File: config.mk
export PLATFORM = sky130hd
export DESIGN_NAME = cursor_engine
export DESIGN_NICKNAME = d
export VERILOG_FILES = /design/src/rtl/cursor_engine.sv
export SDC_FILE = /design/constraint.sdc
export NUM_CORES = 1
export LEC_CHECK = 0
export BUFFER_PORTS_ARGS = -buffer_cell sky130_fd_sc_hd__clkbuf_2
export CAP_MARGIN = 20
export CORE_ASPECT_RATIO = 0.5
export CORE_MARGIN = 2
export CORE_UTILIZATION = 34
export DETAILED_ROUTE_END_ITERATION = 8
export HOLD_SLACK_MARGIN = 0.06
export SYNTH_ARGS = -nofsm -noshare
export SYNTH_HDL_FRONTEND = slang
export SYNTH_SLANG_ARGS = --single-unit
File: constraint.sdc
create_clock -name clk -period 10.7 [get_ports clk]
set_input_delay 2.14 -clock clk [delete_from_list [all_inputs] [get_ports clk]]
set_output_delay 2.14 -clock clk [all_outputs]
set_load 0.05 [all_outputs]
File: src/rtl/cursor_engine.sv
// Cursor engine: tracks the terminal cursor, a small cursor save stack and
// issues scroll requests to the renderer with a req/ack handshake.
module cursor_engine #(
   parameter int LINES      = 24,
   parameter int COLUMNS    = 80,
   parameter int W          = 8,
   parameter int SAVE_DEPTH = 4
) (
   input  logic         clk,
   input  logic         rst,
   input  logic         cmd_valid,
   output logic         cmd_ready,
   input  logic [3:0]   cmd_op,
   input  logic [W-1:0] cmd_n,
   input  logic [W-1:0] cmd_row,
   input  logic [W-1:0] cmd_col,
   input  logic         auto_wrap,
   input  logic         origin_mode,
   input  logic [W-1:0] scroll_top,
   input  logic [W-1:0] scroll_bottom,
   output logic [W-1:0] cur_row,
   output logic [W-1:0] cur_col,
   output logic         pending_wrap,
   output logic         scroll_req,
   output logic         scroll_dir,
   output logic [W-1:0] scroll_step,
   input  logic         scroll_ack,
   output logic         save_overflow
);

   localparam int SPW = $clog2(SAVE_DEPTH + 1);
   localparam int IW  = (SAVE_DEPTH > 1) ? $clog2(SAVE_DEPTH) : 1;
   localparam int EW  = 2 * W + 1;

   typedef logic [W:0] cx_t;
   localparam cx_t ZERO     = cx_t'(0);
   localparam cx_t ONE      = cx_t'(1);
   localparam cx_t LAST_ROW = cx_t'(LINES - 1);
   localparam cx_t LAST_COL = cx_t'(COLUMNS - 1);

   localparam logic [3:0] OP_CUP     = 4'd1;
   localparam logic [3:0] OP_CUF     = 4'd2;
   localparam logic [3:0] OP_CUB     = 4'd3;
   localparam logic [3:0] OP_CUD     = 4'd4;
   localparam logic [3:0] OP_CUU     = 4'd5;
   localparam logic [3:0] OP_CR      = 4'd6;
   localparam logic [3:0] OP_LF      = 4'd7;
   localparam logic [3:0] OP_BS      = 4'd8;
   localparam logic [3:0] OP_PRINT   = 4'd9;
   localparam logic [3:0] OP_SAVE    = 4'd10;
   localparam logic [3:0] OP_RESTORE = 4'd11;
   localparam logic [3:0] OP_RI      = 4'd12;

   typedef enum logic {IDLE = 1'b0, SCROLL = 1'b1} state_t;

   state_t         state_r;
   logic [W-1:0]   cur_row_r, cur_col_r, sstep_r;
   logic           pw_r, sreq_r, sdir_r, ready_r, ovf_r;
   logic [SPW-1:0] sp_r;
   logic [EW-1:0]  stack_r [SAVE_DEPTH];

   cx_t            row_x_s, col_x_s, top_x_s, bot_x_s, n_x_s, crow_x_s, ccol_x_s;
   cx_t            lf_n_s, lf_sum_s, lf_row_s, lf_step_s, height_s, excess_s;
   cx_t            nrow_s, ncol_s, nstep_s, base_s, lim_s, sum_s, lo_s;
   logic           inside_s, lf_scroll_s, npw_s, nscroll_s, ndir_s, push_s, pop_s;
   logic           accept_s, full_s;
   logic [IW-1:0]  top_idx_s, push_idx_s;
   logic [EW-1:0]  top_entry_s, entry_s;

   assign cmd_ready     = ready_r;
   assign cur_row       = cur_row_r;
   assign cur_col       = cur_col_r;
   assign pending_wrap  = pw_r;
   assign scroll_req    = sreq_r;
   assign scroll_dir    = sdir_r;
   assign scroll_step   = sstep_r;
   assign save_overflow = ovf_r;

   assign accept_s    = cmd_valid && ready_r && (state_r == IDLE);
   assign full_s      = (sp_r == SPW'(SAVE_DEPTH));
   assign top_idx_s   = IW'(sp_r - SPW'(1));
   assign push_idx_s  = full_s ? IW'(SAVE_DEPTH - 1) : IW'(sp_r);
   assign top_entry_s = stack_r[top_idx_s];
   assign entry_s     = {cur_row_r, cur_col_r, pw_r};

   // Widened operands and the line-feed result shared by LF and wrapping PRINT
   always_comb begin
      row_x_s     = {1'b0, cur_row_r};
      col_x_s     = {1'b0, cur_col_r};
      top_x_s     = {1'b0, scroll_top};
      bot_x_s     = {1'b0, scroll_bottom};
      n_x_s       = (cmd_n == {W{1'b0}}) ? ONE : {1'b0, cmd_n};
      crow_x_s    = (cmd_row == {W{1'b0}}) ? ONE : {1'b0, cmd_row};
      ccol_x_s    = (cmd_col == {W{1'b0}}) ? ONE : {1'b0, cmd_col};
      inside_s    = (row_x_s >= top_x_s) && (row_x_s <= bot_x_s);
      lf_n_s      = (cmd_op == OP_PRINT) ? ONE : n_x_s;
      lf_sum_s    = row_x_s + lf_n_s;
      height_s    = bot_x_s - top_x_s + ONE;
      excess_s    = lf_sum_s - bot_x_s;
      lf_row_s    = lf_sum_s;
      lf_scroll_s = 1'b0;
      lf_step_s   = ZERO;
      if (inside_s) begin
         if (lf_sum_s > bot_x_s) begin
            lf_row_s    = bot_x_s;
            lf_scroll_s = 1'b1;
            lf_step_s   = (excess_s < height_s) ? excess_s : height_s;
         end else begin
            lf_row_s    = lf_sum_s;
         end
      end else begin
         lf_row_s = (lf_sum_s > LAST_ROW) ? LAST_ROW : lf_sum_s;
      end
   end

   // Next cursor state and scroll request for the command on the bus
   always_comb begin
      nrow_s    = row_x_s;
      ncol_s    = col_x_s;
      npw_s     = 1'b0;
      nscroll_s = 1'b0;
      ndir_s    = 1'b0;
      nstep_s   = ZERO;
      push_s    = 1'b0;
      pop_s     = 1'b0;
      base_s    = origin_mode ? top_x_s : ZERO;
      lim_s     = origin_mode ? bot_x_s : LAST_ROW;
      sum_s     = ZERO;
      lo_s      = ZERO;
      case (cmd_op)
         OP_CUP: begin
            sum_s  = base_s + crow_x_s - ONE;
            nrow_s = (sum_s > lim_s) ? lim_s : sum_s;
            ncol_s = ((ccol_x_s - ONE) > LAST_COL) ? LAST_COL : (ccol_x_s - ONE);
         end
         OP_CUF: begin
            sum_s  = col_x_s + n_x_s;
            ncol_s = (sum_s > LAST_COL) ? LAST_COL : sum_s;
         end
         OP_CUB: ncol_s = (col_x_s > n_x_s) ? (col_x_s - n_x_s) : ZERO;
         OP_CUD: begin
            lim_s  = inside_s ? bot_x_s : LAST_ROW;
            sum_s  = row_x_s + n_x_s;
            nrow_s = (sum_s > lim_s) ? lim_s : sum_s;
         end
         OP_CUU: begin
            lo_s   = inside_s ? top_x_s : ZERO;
            nrow_s = (row_x_s >= (lo_s + n_x_s)) ? (row_x_s - n_x_s) : lo_s;
         end
         OP_CR:  ncol_s = ZERO;
         OP_BS:  ncol_s = (col_x_s > ZERO) ? (col_x_s - ONE) : ZERO;
         OP_LF: begin
            nrow_s    = lf_row_s;
            nscroll_s = lf_scroll_s;
            nstep_s   = lf_step_s;
         end
         OP_PRINT: begin
            if (pw_r) begin
               if (auto_wrap) begin
                  ncol_s    = ONE;
                  nrow_s    = lf_row_s;
                  nscroll_s = lf_scroll_s;
                  nstep_s   = lf_step_s;
               end else begin
                  ncol_s    = col_x_s;
               end
            end else if (col_x_s < LAST_COL) begin
               ncol_s = col_x_s + ONE;
            end else begin
               npw_s  = 1'b1;
            end
         end
         OP_SAVE: begin
            push_s = 1'b1;
            npw_s  = pw_r;
         end
         OP_RESTORE: begin
            if (sp_r != {SPW{1'b0}}) begin
               pop_s  = 1'b1;
               sum_s  = {1'b0, top_entry_s[EW-1 -: W]};
               nrow_s = (sum_s > LAST_ROW) ? LAST_ROW : sum_s;
               lo_s   = {1'b0, top_entry_s[W:1]};
               ncol_s = (lo_s > LAST_COL) ? LAST_COL : lo_s;
               npw_s  = top_entry_s[0];
            end else begin
               nrow_s = base_s;
               ncol_s = ZERO;
            end
         end
         OP_RI: begin
            if (row_x_s == top_x_s) begin
               nscroll_s = 1'b1;
               ndir_s    = 1'b1;
               nstep_s   = ONE;
            end else begin
               nrow_s = (row_x_s > ZERO) ? (row_x_s - ONE) : ZERO;
            end
         end
         default: npw_s = 1'b0;
      endcase
   end

   // Command acceptance, cursor registers, stack pointer and scroll handshake
   always_ff @(posedge clk or posedge rst) begin
      if (rst) begin
         state_r   <= IDLE;
         cur_row_r <= {W{1'b0}};
         cur_col_r <= {W{1'b0}};
         pw_r      <= 1'b0;
         sreq_r    <= 1'b0;
         sdir_r    <= 1'b0;
         sstep_r   <= {W{1'b0}};
         ready_r   <= 1'b1;
         ovf_r     <= 1'b0;
         sp_r      <= {SPW{1'b0}};
      end else begin
         case (state_r)
            IDLE: begin
               if (accept_s) begin
                  cur_row_r <= nrow_s[W-1:0];
                  cur_col_r <= ncol_s[W-1:0];
                  pw_r      <= npw_s;
                  sdir_r    <= ndir_s;
                  sstep_r   <= nstep_s[W-1:0];
                  if (push_s) begin
                     if (full_s) ovf_r <= 1'b1;
                     else        sp_r  <= sp_r + SPW'(1);
                  end
                  if (pop_s) sp_r <= sp_r - SPW'(1);
                  if (nscroll_s) begin
                     state_r <= SCROLL;
                     sreq_r  <= 1'b1;
                     ready_r <= 1'b0;
                  end
               end
            end
            SCROLL: begin
               if (scroll_ack) begin
                  state_r <= IDLE;
                  sreq_r  <= 1'b0;
                  ready_r <= 1'b1;
               end
            end
            default: begin
               state_r <= IDLE;
               sreq_r  <= 1'b0;
               ready_r <= 1'b1;
            end
         endcase
      end
   end

   // Save-stack storage; only the pointer needs reset
   always_ff @(posedge clk) begin
      if (!rst && accept_s && push_s) stack_r[push_idx_s] <= entry_s;
   end

endmodule

[Word level (Yosys, flattened, before mapping)]
Memory sizes are Yosys's and may differ from the RTL's.
Index checks and enable logic that the tools add are counted.
Operators by class
  bitwise logic cells: 2
  add/subtract/negate cells: 17
  reductions and logical operators: 20
  eq/ne operators: 23
  multiplexer cells: 70
  magnitude comparators: 16
Operators by type and width (number)
  8-bit two-way mux: 34
  8-bit case mux with 7 select lines: 2
  8-bit by 8-bit adder with 9-bit output: 5
  9-bit by 8-bit > comparator with 1-bit output: 3
  8-bit logical NOT: 3
  1-bit two-way mux: 24
  8-bit case mux with 3 select lines: 1
  4-bit equality test (second input constant): 5
  9-bit by 7-bit > comparator with 1-bit output (second input constant): 2
  4-bit by 3-bit equality test with 1-bit output (second input constant): 4
  8-bit by 1-bit > comparator with 1-bit output (second input constant): 2
  8-bit by 1-bit subtractor with 8-bit output (second input constant): 2
  8-bit subtractor: 2
  2-bit != test (second input constant): 7
  7-bit nonzero test: 2
  9-bit by 1-bit adder with 9-bit output (second input constant): 1
  8-bit by 9-bit >= comparator with 1-bit output: 1
  9-bit by 5-bit > comparator with 1-bit output (second input constant): 1
  9-bit < comparator: 1
  3-bit two-way mux: 3
  8-bit by 1-bit subtractor with 9-bit output (second input constant): 1
  8-bit by 8-bit subtractor with 9-bit output: 1
  9-bit by 1-bit subtractor with 9-bit output (second input constant): 1
  9-bit by 8-bit subtractor with 9-bit output: 1
  28 further kinds: 39
Storage, ports and cells
  memory bits (writable): 68
  memories: 1
  logic and storage cells: 159
  register bits: 33
Memories
  stack_r: depth 4, bits a word 17, read ports 1, clocked after memory_dff 0, write ports 1, RTL line 60  | logic [EW-1:0] stack_r [SAVE_DEPTH];

[Depth between registers and ports, before layout]
Gate-level depths: netlist of run 1.
  depth after elaboration: 13
  gate-level depth with buffers: 26
  depth with buffers taken out: 23

[Least setup slack after synthesis of run 1]
OpenSTA, ideal clock, no wires.
  kind: input port to flip-flop
  start point: in cmd_op[1]
  end point: reg sstep_r[2] (netlist: scroll_step[2])
  data arrival time: 6380 ps
  library setup time: 123 ps
  buffers on the path: 2
  cell stages on the path: 23
  path slack: 4197 ps
  cell sequence: buf_4 > nand2b_1 > nor2_1 > or2_2 > ha_1 > inv_1 > fa_1 > nand2b_1 > a21oi_1 > xor2_1 > ha_1 > o2111ai_1 > nand3b_1 > a31oi_1 > xnor2_1 > ha_1 > o21ai_0 > nand2b_1 > a21oi_1 > a31oi_1 > clkbuf_1 > mux2i_1 > o21ai_1
On the way
  word-level cells in the longest chain between the ends: 11
Ends and longest elaborated chain
  start, declared: RTL line 13  | input logic [3:0] cmd_op,
  4-bit equality test: RTL line 96, 130
  8-bit two-way mux: RTL line 96  | lf_n_s = (cmd_op == OP_PRINT) ? ONE : n_x_s;
  8-bit by 8-bit adder with 9-bit output: RTL line 97  | lf_sum_s = row_x_s + lf_n_s;
  9-bit by 8-bit subtractor with 9-bit output: RTL line 99  | excess_s = lf_sum_s - bot_x_s;
  9-bit < comparator: RTL line 107  | lf_step_s = (excess_s < height_s) ? excess_s : height_s;
  8-bit two-way mux: RTL line 107
  8-bit two-way mux: RTL line 104  | if (lf_sum_s > bot_x_s) begin
  8-bit two-way mux: RTL line 103  | if (inside_s) begin
  8-bit two-way mux: RTL line 159  | if (auto_wrap) begin
  8-bit two-way mux: RTL line 158  | if (pw_r) begin
  8-bit case mux with 3 select lines (*): RTL line 130  | case (cmd_op)
  end signal, assigned: RTL line 212  | sstep_r <= {W{1'b0}};
  end signal, assigned: RTL line 224  | sstep_r <= nstep_s[W-1:0];
  end, declared: RTL line 57  | logic [W-1:0] cur_row_r, cur_col_r, sstep_r;
Every way passes the cells marked *; elsewhere a longest branch is shown, timed or not.
A chain may end at the register's enable or synchronous reset.

[Worst setup path in the final report of run 1]
  start point: in scroll_top[2]
  end point: reg cur_row_r[1] (netlist: cur_row[1])
On the way
  word-level cells in the longest chain between the ends: 7
Ends and longest elaborated chain
  start, declared: RTL line 19  | input logic [W-1:0] scroll_top,
  8-bit >= comparator: RTL line 95  | inside_s = (row_x_s >= top_x_s) && (row_x_s <= bot_x_s);
  1-bit logical AND: RTL line 95
  8-bit two-way mux: RTL line 147  | lo_s = inside_s ? top_x_s : ZERO;
  8-bit by 8-bit adder with 9-bit output: RTL line 148  | nrow_s = (row_x_s >= (lo_s + n_x_s)) ? (row_x_s - n_x_s) : lo_s;
  8-bit by 9-bit >= comparator with 1-bit output: RTL line 148
  8-bit two-way mux: RTL line 148
  8-bit case mux with 7 select lines: RTL line 130
  end signal, assigned: RTL line 207  | cur_row_r <= {W{1'b0}};
  end signal, assigned: RTL line 220  | cur_row_r <= nrow_s[W-1:0];
  end, declared: RTL line 57
Parallel ways exist; a longest one is shown, timed or not. The select of a mux whose other input is x is not followed.

==> out/results.txt, run 1 <==
status: finished clean
Net Sw Frac: 52.1%
Int Pwr: 1.51 mW
Lkg Pwr: 4.73 nW
Psw: 1.64 mW
mapped cell area: 10300 um2
total gr overflow: 0
EDFF count, synth: 68
Starting Density: 34.3%
RSZ-0062 raised after global routing: false
worst slew pin tran: 1.11 ns
GRT Overall Usage: 19.9%
clock sink count: 101
FFs w/ async S/R, synth: 32.7%
Final Cycle Share: 66.6%
sequential share of the synthesized area: 27.8%
Core ar.: 30100 um2
initial antenna violation count: 0
Total Nets Final: 1407
Startpoint Class: primary input
crit path max-delay cell type: nor4_1
vias per cell: 5.73
ys flop type: edfxtp_1
most used cell, CP: a21oi_1
CP Buf/Inv Count: 2
Hold Crit Class: reg2reg
ANT nets after route: 0
Post-Syn Nets: 1350
number of global-route vias before repair: 8861
pin count of the biggest net entering global routing: 35
CTS tree: done
CP Capture Type: flip-flop
DR vias: 9211
CTS resizes: 0
final setup fails: 0
PD cells: 275 nW/um2
n_diodes: 0
Setup CP Type: in2reg
Worst slew margin: 25.9%
first-pass GRT wire length: 49600 um
Synth Warn #: 0
Finished Layout Cells: 1607
clock transition at the registers of the reported paths: 0.08 ns
Largest delay share family, worst path: compound AO/OA/AOI/OAI gates
DRT Pass-1 Iters: 5
Yosys reg bits: 101
Initial DRC Count: 703
max_cap viols: 0
Syn Inst Count: 1146
Synth Area per Inst: 9.01 um2
crit path DAT: 7.35 ns
f_max: 0.140 GHz
Filler Cell Count: 3015
port bufs: 78
Inserted Clock Buffers: 9
Root Driver: clkbuf_16
number of library cell types mapped by synthesis: 90
final slew viol count: 0
Fin Setup TNS: 0 ns
DRC: 0
Clock Power Share: 10.8%
H-tree depth: 3
die area: 31900 um2
die width: 250 um
highest cell delay on the worst timing path: 0.84 ns
Pwr Total: 3.14 mW
Hold Buf Count CTS: 0
Final Skew: 0.0127 ns
CP max FO: 13
worst-path cell chain: clkbuf_2, inv_1, ha_1, o21ai_0, o21ai_1, a21oi_1, nor4_1, ha_1, a21o_1, a21oi_1, o21bai_1, a21oi_1, o21bai_1, a21oi_1, xor2_1, ha_1, a2111oi_0, o21ai_1, nand3b_1, mux2_2, a211oi_1, o211ai_1
Post-Route WL: 31900 um
final hold vios: 0
Clock Latency Late Sink: 0.36 ns
CTS max path bufs: 2
Area growth syn-to-layout: 10.6%
DR WL/cell: 19.9 um
min Tclk post-route: 7.13 ns
fin util: 37.9%
Flop pwr share: 19.6%
fraction of layout cells with a size suffix above 1: 12.3%
hpwl dp: 24900 um
placed cells: 1589
WHS: 0.483 ns
CP required: 10.93 ns
GP Congestion: 0.930
maximum vdd drop: 116 uV
post-CTS setup buffers: 0
Combinational Power Share: 69.6%
IO Pins: 79
Die Ht: 127 um
Rows: 45
stage by stage:
stage / worst slack [ns] / area, um2
6_report: 3.57 / 11400
3_3_place_gp: 3.30 / 11100
5_1_grt: 3.34 / 11400
4_1_cts: 3.51 / 11400
3_5_place_dp: 3.13 / 11100
2_1_floorplan: 4.20 / 10300
worst register-to-register path, stage by stage, from the launching register on:
cell	delay, ns
dfrtp_1	0.66
inv_1	0.29
ha_1	0.37
nor3b_1	0.06
o21ai_1	0.14
a21oi_1	0.26
nor4_1	0.84
ha_1	0.38
a21o_1	0.16
a21oi_1	0.22
o21bai_1	0.09
a21oi_1	0.23
o21bai_1	0.09
a21oi_1	0.18
xor2_1	0.10
ha_1	0.20
a2111oi_0	0.33
o21ai_1	0.15
nand3b_1	0.18
mux2_2	0.36
a211oi_1	0.44
o211ai_1	0.16
state kept, by name (all words and copies together), names as in the netlist:
| register | flops |
|---|---|
| stack_r | 68 |
| cur_col | 8 |
| save_overflow | 1 |
| scroll_step | 8 |
| pending_wrap | 1 |
| cmd_ready | 1 |
| sp_r | 3 |
| cur_row | 8 |
| scroll_req | 1 |
| scroll_dir | 1 |
| state_r | 1 |
synthesized netlist by cell type, types with 21 or more instances:
cell / number / area, um2
nor2_1: 95 / 357
a21oi_1: 70 / 350
nand2_1: 81 / 304
dfrtp_1: 32 / 801
o21ai_0: 51 / 255
clkbuf_1: 25 / 93.8
ha_1: 145 / 1810
nand2b_1: 23 / 144
inv_1: 93 / 349
nor4_1: 21 / 131
xnor2_1: 42 / 368
nor3_1: 26 / 130
xor2_1: 21 / 184
edfxtp_1: 68 / 2040
o21ai_1: 23 / 115
routing by layer:
| layer | vias to the layer above | track usage (%) | routed length (um) |
|---|---|---|---|
| met1 | 4430 | 26.2 | 14000 |
| met4 | 0 | 5.95 | 817 |
| met5 | - | 0 | 0 |
| met3 | 67 | 4.18 | 2490 |
| li1 | 4354 | - | - |
| met2 | 360 | 33.1 | 14600 |
final cells by class:
type                            instances  area (um2)  share of cell area (%)
Clock buffer                            9         225                    1.97
Clock inverter                          7        86.3                   0.756
Inverter                               98         368                    3.22
Multi-Input combinational cell        902        6890                    60.3
Sequential cell                       101        2870                    25.1
Tap cell                              399         499                    4.37
Timing Repair Buffer                   91         485                    4.25
cell families after synthesis:
logic type / after synthesis / synth area share, %
AOI/OAI and AO/OA: 312 / 20.4
adders and majority gates: 154 / 19.3
muxes: 25 / 4.59
and+or+nand+nor: 348 / 17.0
DFF: 101 / 27.8
xor gates and xnor gates: 63 / 5.34
buffers and inverters: 143 / 5.55
placed cells by master, fill, tap and decap left out, types with 14 or more instances in the layout:
cell type    n
a31oi_1     15
nor2_1      95
nor2b_1     15
inv_1       93
o211ai_1    18
edfxtp_1    68
clkbuf_2    79
a21oi_1     70
dfrtp_1     32
a21o_1      14
nand2b_1    23
xnor2_1     42
o21ai_0     51
nand3_1     18
nor4_1      21
xor2_1      21
ha_1       145
nand2_1     81
nor3_1      26
o21ai_1     23
power groups by stage:
| stage | combinational (mW) | clock (mW) | sequential [mW] |
|---|---|---|---|
| 2_1_floorplan | 1.53 | 0 | 0.682 |
| 3_3_place_gp | 2.09 | 0 | 0.621 |
| 3_5_place_dp | 2.13 | 0 | 0.623 |
| 4_1_cts | 2.14 | 0.343 | 0.614 |
| 5_1_grt | 2.41 | 0.358 | 0.624 |
| 6_report | 2.19 | 0.340 | 0.616 |
worst paths after layout:
check	start	to	slack, ns	depth (start not counted)
max	scroll_top[2]	cur_row[1]$_DFFE_PP0P_	3.57	22
min	scroll_req$_DFFE_PP0P_	scroll_req$_DFFE_PP0P_	0.48	2
max reg2reg	cur_row[0]$_DFFE_PP0P_	cur_row[1]$_DFFE_PP0P_	4.70	21
min reg2reg	scroll_req$_DFFE_PP0P_	scroll_req$_DFFE_PP0P_	0.48	2
max in group asynchronous	rst	pending_wrap$_DFFE_PP0P_	8.35	3
min in group asynchronous	rst	state_r$_DFF_PP0_	1.96	3
(Power assumes the default switching activity.)
==> inputs of run 2 (changes only) <==
--- a/config.mk
+++ b/config.mk
@@ -5,6 +5,7 @@
 export SDC_FILE = /design/constraint.sdc
 export NUM_CORES = 1
 export LEC_CHECK = 0
+export ABC_AREA = 1
 export BUFFER_PORTS_ARGS = -buffer_cell sky130_fd_sc_hd__clkbuf_2
 export CAP_MARGIN = 20
 export CORE_ASPECT_RATIO = 0.5
==> constraint.sdc (replaced) <==
create_clock -name clk -period 7.3 [get_ports clk]
set_input_delay 1.46 -clock clk [delete_from_list [all_inputs] [get_ports clk]]
set_output_delay 1.46 -clock clk [all_outputs]
set_load 0.05 [all_outputs]
==> run 2 against run 1 <==
Against the previous run: cell area increased by 6.0%; critical path depth rose by 10; clock power is 51% higher; sequential share of layout area decreased by 1.4 points; via count rose by 12%; synthesized cell count is 34% higher; highest routed layer unchanged; hold slack lost 0.010 ns; critical endpoint is now cur_row[2]$_DFFE_PP0P_; largest power group unchanged; sequential power grew 32%.
==> out/results.txt, run 2 <==
Biggest register: stack_r (unchanged)
f_max: 0.170 GHz
CP Buf/Inv Count: 6 (was 2)
Final Skew: 0.0127 ns (about the same)
n_diodes: 0 (unchanged)
IO Pins: 79 (unchanged)
Setup CP Type: in2reg (unchanged)
worst hold stages: 2 (unchanged)
worst r2r src: cur_row[0]$_DFFE_PP0P_ (unchanged)
Filler Cell Count: 3383 (was 3015)
max_cap viols: 0 (unchanged)
GP Congestion: 0.981 (was 0.930)
Syn Inst Count: 1532 (was 1146)
Largest register FFs: 68 (unchanged)
CP max FO: 14 (was 13)
CTS resizes: 0 (unchanged)
Worst slew margin: 37.9% (was 25.9%)
Clock Latency Late Sink: 0.36 ns (about the same)
crit path DAT: 6.16 ns (was 7.35 ns)
final setup fails: 0 (unchanged)
hpwl dp: 26900 um (was 24900 um)
CTS tree: done (unchanged)
Largest delay share family, worst path: simple AND/OR/NAND/NOR gates (was compound AO/OA/AOI/OAI gates)
most used cell, CP: nand2_1 (was a21oi_1)
die width: 257 um (was 250 um)
port bufs: 78 (unchanged)
worst slew pin tran: 0.928 ns (was 1.11 ns)
Yosys top cell area share: 18.8% (was 19.8%)
Reg2Reg Capture Point: cur_row[2]$_DFFE_PP0P_ (was cur_row[1]$_DFFE_PP0P_)
ys flop type: edfxtp_1 (unchanged)
mapped cell area: 10900 um2 (was 10300 um2)
top cells by area, synth: edfxtp_1 19%, ha_1 17%, nand2_1 12% (was edfxtp_1 20%, ha_1 18%, dfrtp_1 7.8%)
Rows: 46 (was 45)
Starting Density: 34.4% (was 34.3%)
Final Cycle Share: 80.8%
CP required: 7.56 ns (was 10.93 ns)
Post-Syn Nets: 1736 (was 1350)
Hold Crit Class: reg2reg (unchanged)
total gr overflow: 0 (unchanged)
WHS: 0.473 ns (was 0.483 ns)
R2R depth: 31 (was 21)
clock transition at the registers of the reported paths: 0.08 ns (about the same)
vias per cell: 5.06 (was 5.73)
Die Ht: 130 um (was 127 um)
commonest non-fill, non-tap cell in the layout: nand2_1 (was ha_1)
Core ar.: 31600 um2 (was 30100 um2)
DRT Pass-1 Iters: 5 (unchanged)
worst hold start: cmd_ready$_DFFE_PP1P_ (was scroll_req$_DFFE_PP0P_)
Root Driver: clkbuf_16 (unchanged)
Inserted Clock Buffers: 9 (unchanged)
initial antenna violation count: 0 (unchanged)
CTS max path bufs: 2 (unchanged)
status: finished clean (unchanged)
EDFF count, synth: 68 (unchanged)
Startpoint Class: primary input (unchanged)
Total Nets Final: 1809 (was 1407)
Yosys reg bits: 101 (unchanged)
highest cell delay on the worst timing path: 0.33 ns (was 0.84 ns)
Yosys top cell by area: edfxtp_1 (unchanged)
Hold Buf Count CTS: 0 (unchanged)
sequential share of the synthesized area: 26.4% (was 27.8%)
die area: 33500 um2 (was 31900 um2)
maximum vdd drop: 199 uV (was 116 uV)
post-CTS setup buffers: 0 (unchanged)
first-pass GRT wire length: 52900 um (was 49600 um)
fraction of layout cells with a size suffix above 1: 9.38% (was 12.3%)
CP Capture Type: flip-flop (unchanged)
clock sink count: 101 (unchanged)
number of global-route vias before repair: 9703 (was 8861)
Synth Warn #: 0 (unchanged)
pin count of the biggest net entering global routing: 41 (was 35)
H-tree depth: 3 (unchanged)
Area growth syn-to-layout: 11.4% (was 10.6%)
Synth Area per Inst: 7.10 um2 (was 9.01 um2)
ANT nets after route: 0 (unchanged)
number of library cell types mapped by synthesis: 58 (was 90)
Lkg Pwr: 6.15 nW (was 4.73 nW)
DRC: 0 (unchanged)
top-count cell post-synth: nand2_1 (was ha_1)
r2r setup slk: 1.75 ns (was 4.70 ns)
PD cells: 376 nW/um2 (was 275 nW/um2)
Post-Route WL: 33900 um (was 31900 um)
DR WL/cell: 16.6 um (was 19.9 um)
GRT Overall Usage: 20.2% (was 19.9%)
commonest cells in the netlist: 355 x nand2_1, 225 x inv_1, 151 x nor2_1 (was 145 x ha_1, 95 x nor2_1, 93 x inv_1)
FFs w/ async S/R, synth: 32.7% (unchanged)
Fin Setup TNS: 0 ns (unchanged)
most frequent cells in the layout: 355 x nand2_1, 224 x inv_1, 151 x nor2_1 (was 145 x ha_1, 95 x nor2_1, 93 x inv_1)
RSZ-0062 raised after global routing: false (unchanged)
final hold vios: 0 (unchanged)
DR vias: 10300 (was 9211)
Initial DRC Count: 886 (was 703)
crit path max-delay cell type: inv_1 (was nor4_1)
final slew viol count: 0 (unchanged)
min Tclk post-route: 5.90 ns
Hold EP: cmd_ready$_DFFE_PP1P_ (was scroll_req$_DFFE_PP0P_)
[run 2: cell count changes after synthesis, moves of 13 or more]
cell,before,now
nor4_1,21,4
xor2_1,21,41
nand2_1,81,355
nor2_1,95,151
o21ai_1,23,10
nand3_1,18,142
nor2b_1,15,0
xnor2_1,42,12
inv_1,93,225
nand4_1,13,40
nand2b_1,23,0
[run 2: logic make-up (layout without fill, tap and decap cells)]
family	count (synthesis)	after routing	share of synthesized area, %
and+or+nand+nor	741	741	29.6
buffers and inverters	270	348	9.61
AOI/OAI and AO/OA	212	212	11.7
adders and majority gates	154	154	18.3
DFF	101	101	26.4
xor gates and xnor gates	53	53	4.27
muxes	1	1	0.0921
[run 2: where the power goes]
| group | switching (mW) | internal, mW |
|---|---|---|
| combinational | 2.16 | 1.07 |
| sequential | 0.115 | 0.700 |
| clock | 0.240 | 0.275 |
[run 2: metrics by stage]
stage / cell area [um2] / setup slack (ns) / total power [mW] / util, % / std cells
5_1_grt: 12100 / 0.976 / 5.01 / 38.3 / 2042
3_3_place_gp: 11800 / 1.02 / 3.99 / 37.2 / 2023
3_5_place_dp: 11800 / 0.964 / 3.98 / 37.3 / 2024
2_1_floorplan: 10900 / 2.08 / 3.16 / - / 1532
6_report: 12100 / 1.40 / 4.56 / 38.3 / 2042
4_1_cts: 12100 / 1.34 / 4.51 / 38.3 / 2040
[run 2: worst max-delay path by stage]
stage,start,end,depth (start not counted)
2_1_floorplan,cmd_op[3],scroll_step[6]$_DFFE_PP0P_,27
3_3_place_gp,cmd_n[1],scroll_step[0]$_DFFE_PP0P_,25
3_5_place_dp,cmd_n[1],scroll_step[0]$_DFFE_PP0P_,25
4_1_cts,cmd_n[1],scroll_step[0]$_DFFE_PP0P_,25
5_1_grt,scroll_top[7],cur_row[5]$_DFFE_PP0P_,32
6_report,scroll_top[7],cur_row[2]$_DFFE_PP0P_,32
[run 2: layout make-up]
class | count | area, um2 | share of cell area (%)
clock buffer | 9 | 225 | 1.86
clock inverter | 7 | 95.1 | 0.785
inverter | 235 | 882 | 7.28
multi-input combinational | 1161 | 6970 | 57.5
sequential | 101 | 2870 | 23.7
tap | 432 | 541 | 4.46
timing repair buffer | 97 | 533 | 4.40
[run 2: metal layers]
layer,GRT usage [%],part of all wire (%)
met1,28.0,48
met3,3.01,5.4
met5,0,0
met2,32.9,44
met4,6.46,2.5
[run 2: worst min-delay path: stages, from the launching register on]
cell     delay (ns)
dfstp_2        0.38
nand2_1        0.06
nand2_1        0.04
==> inputs of run 3 (changes only) <==
==> constraint.sdc (replaced) <==
create_clock -name clk -period 5.33 [get_ports clk]
set_input_delay 1.066 -clock clk [delete_from_list [all_inputs] [get_ports clk]]
set_output_delay 1.066 -clock clk [all_outputs]
set_load 0.05 [all_outputs]
==> run 3 against run 2 <==
Against the previous run: wire length fell by 1.2%; final cell count rose by 2.6%; utilization rose by 1.2 points; sequential share of layout area fell by 0.69 points; sequential power rose by 37%; combinational power rose by 40%; clock power rose by 23%; first-iteration DRC count fell by 13%; clock skew rose by 0.0032 ns; hold slack improved by 0.0059 ns; largest cell class unchanged.
==> out/results.txt, run 3 (same netlist as run 2, synthesis figures left out) <==
IO Pins: 79 (unchanged)
DR vias: 10400 (was 10300)
Clock Latency Late Sink: 0.34 ns (was 0.36 ns)
maximum vdd drop: 207 uV (was 199 uV)
Setup CP Type: in2reg (unchanged)
GRT Overall Usage: 19.9% (was 20.2%)
WL met2: 14800 um (was 14900 um)
first-pass GRT wire length: 52700 um (was 52900 um)
die width: 257 um (unchanged)
CP endpoint: scroll_step[6]$_DFFE_PP0P_ (was cur_row[2]$_DFFE_PP0P_)
Starting Density: 34.4% (unchanged)
R2R depth: 30 (was 31)
Reg2Reg Capture Point: cur_row[2]$_DFFE_PP0P_ (unchanged)
met1 wire length: 16500 um (was 16300 um)
Lkg Pwr: 6.39 nW (was 6.15 nW)
final slew viol count: 0 (unchanged)
register area: 2870 um2 (unchanged)
hpwl dp: 26900 um (about the same)
Initial DRC Count: 773 (was 886)
r2r setup slk: 0.85 ns (was 1.75 ns)
n_diodes: 0 (unchanged)
status: finished clean (unchanged)
DP Area: 12200 um2 (was 11800 um2)
initial antenna violation count: 0 (unchanged)
max_cap viols: 0 (unchanged)
post-route cell area: 12500 um2 (was 12100 um2)
RSZ-0062 raised after global routing: false (unchanged)
top layer in use: met4 (unchanged)
worst slew pin tran: 0.970 ns (was 0.928 ns)
clock sink count: 101 (unchanged)
min Tclk post-route: 4.94 ns
die area: 33500 um2 (unchanged)
Area growth syn-to-layout: 14.7% (was 11.4%)
Total Nets Final: 1862 (was 1809)
Final Cycle Share: 92.6%
Final WS setup: 0.393 ns (was 1.40 ns)
worst r2r src: cur_row[7]$_DFFE_PP0P_ (was cur_row[0]$_DFFE_PP0P_)
DRT Pass-1 Iters: 6 (was 5)
clock transition at the registers of the reported paths: 0.07 ns (was 0.08 ns)
Rows: 46 (unchanged)
Multi-input gate area: 6970 um2 (about the same)
port bufs: 78 (unchanged)
fraction of layout cells with a size suffix above 1: 12.3% (was 9.38%)
pin count of the biggest net entering global routing: 40 (was 41)
final hold vios: 0 (unchanged)
f_max: 0.203 GHz
post-CTS setup buffers: 0 (unchanged)
Inserted Clock Buffers: 9 (unchanged)
vias per cell: 4.97 (was 5.06)
Hold Crit Class: reg2reg (unchanged)
worst slack at placement: -0.00260 ns (was 0.964 ns)
DR WL/cell: 16.0 um (was 16.6 um)
commonest non-fill, non-tap cell in the layout: nand2_1 (unchanged)
Worst slew margin: 34.9% (was 37.9%)
Core ar.: 31600 um2 (unchanged)
Hold Buf Count CTS: 0 (unchanged)
Met3 Wirelength: 1780 um (was 1820 um)
Post-Route WL: 33500 um (was 33900 um)
CP required: 5.56 ns (was 7.56 ns)
Die Ht: 130 um (unchanged)
CTS tree: done (unchanged)
number of global-route vias before repair: 9628 (was 9703)
CP max FO: 10 (was 14)
GP Congestion: 0.940 (was 0.981)
Startpoint Class: primary input (unchanged)
CTS resizes: 0 (unchanged)
ANT nets after route: 0 (unchanged)
Final Skew: 0.0159 ns (was 0.0127 ns)
Biggest register: stack_r (unchanged)
Filler Cell Count: 3332 (was 3383)
crit path DAT: 5.16 ns (was 6.16 ns)
most frequent cells in the layout: 355 x nand2_1, 224 x inv_1, 151 x nor2_1 (unchanged)
final setup fails: 0 (unchanged)
DRC: 0 (unchanged)
CP startpoint: cmd_n[1] (was scroll_top[7])
Largest register FFs: 68 (unchanged)
PD cells: 504 nW/um2 (was 376 nW/um2)
total gr overflow: 0 (unchanged)
CTS max path bufs: 2 (unchanged)
H-tree depth: 3 (unchanged)
Root Driver: clkbuf_16 (unchanged)
CP Capture Type: flip-flop (unchanged)
run 3: cell types whose count changed in the layout (fill, tap and decap cells not counted), sizes merged:
cell and delta:
clkinv -2, inv +2, bufinv -1, buf +54
run 3: metrics by stage:
step,utilization [%],setup TNS (ns),std cells,hold WS (ns),power (mW)
4_1_cts,39.5,0,2095,0.489,6.24
2_1_floorplan,-,0,1532,0.464,4.33
3_5_place_dp,38.6,-0.00366,2079,0.467,5.58
6_report,39.5,0,2095,0.479,6.28
5_1_grt,39.5,0,2095,0.508,6.91
3_3_place_gp,38.6,0,2079,0.463,5.57
run 3: worst min-delay path by stage:
stage | cells after the start | endpoint | startpoint
after global placement | 2 | cmd_ready$_DFFE_PP1P_ | cmd_ready$_DFFE_PP1P_
after CTS | 2 | scroll_req$_DFFE_PP0P_ | scroll_req$_DFFE_PP0P_
after global routing | 2 | cmd_ready$_DFFE_PP1P_ | cmd_ready$_DFFE_PP1P_
after detailed placement | 2 | scroll_step[7]$_DFFE_PP0P_ | scroll_step[7]$_DFFE_PP0P_
final | 2 | cmd_ready$_DFFE_PP1P_ | cmd_ready$_DFFE_PP1P_
after floorplan | 2 | cmd_ready$_DFFE_PP1P_ | state_r$_DFF_PP0_
run 3: final cells by class:
type	instances	area share, %
multi-input combinational	1161	55.9
sequential	101	23.0
timing repair buffer	150	7.46
inverter	235	7.07
tap	432	4.33
clock buffer	10	1.84
clock inverter	6	0.411
run 3: metal layers:
metal  GRT usage [%]  vias to the layer above
met2            33.3                      281
met5               0                        -
met3            2.14                       25
met1            28.4                     4738
met4            3.56                        0
li1                -                     5358
run 3: power by group:
group / switching (mW) / leakage (nW) / internal (mW) / total [mW]
Sequential: 0.159 / 1.03 / 0.959 / 1.12
Combinational: 2.92 / 5.23 / 1.60 / 4.53
Clock: 0.310 / 0.141 / 0.326 / 0.636
Total: 3.39 / 6.39 / 2.89 / 6.28
run 3: critical path, stage by stage:
cell and delay (ns):
clkbuf_2 0.10, nor4_1 0.29, nand4_1 0.19, nand3_1 0.15
ha_1 0.18, inv_1 0.05, fa_1 0.40, inv_1 0.09
nand4_1 0.12, nand3_1 0.11, nand2_1 0.05, nand2_1 0.08
inv_1 0.05, ha_1 0.34, a21oi_1 0.18, a21boi_0 0.18
nand2_1 0.10, xnor2_1 0.14, inv_1 0.06, ha_1 0.28
nand2_1 0.10, nor2_1 0.06, nand3_1 0.09, o2111ai_2 0.21
buf_4 0.24, o211ai_1 0.17, nand2_1 0.07
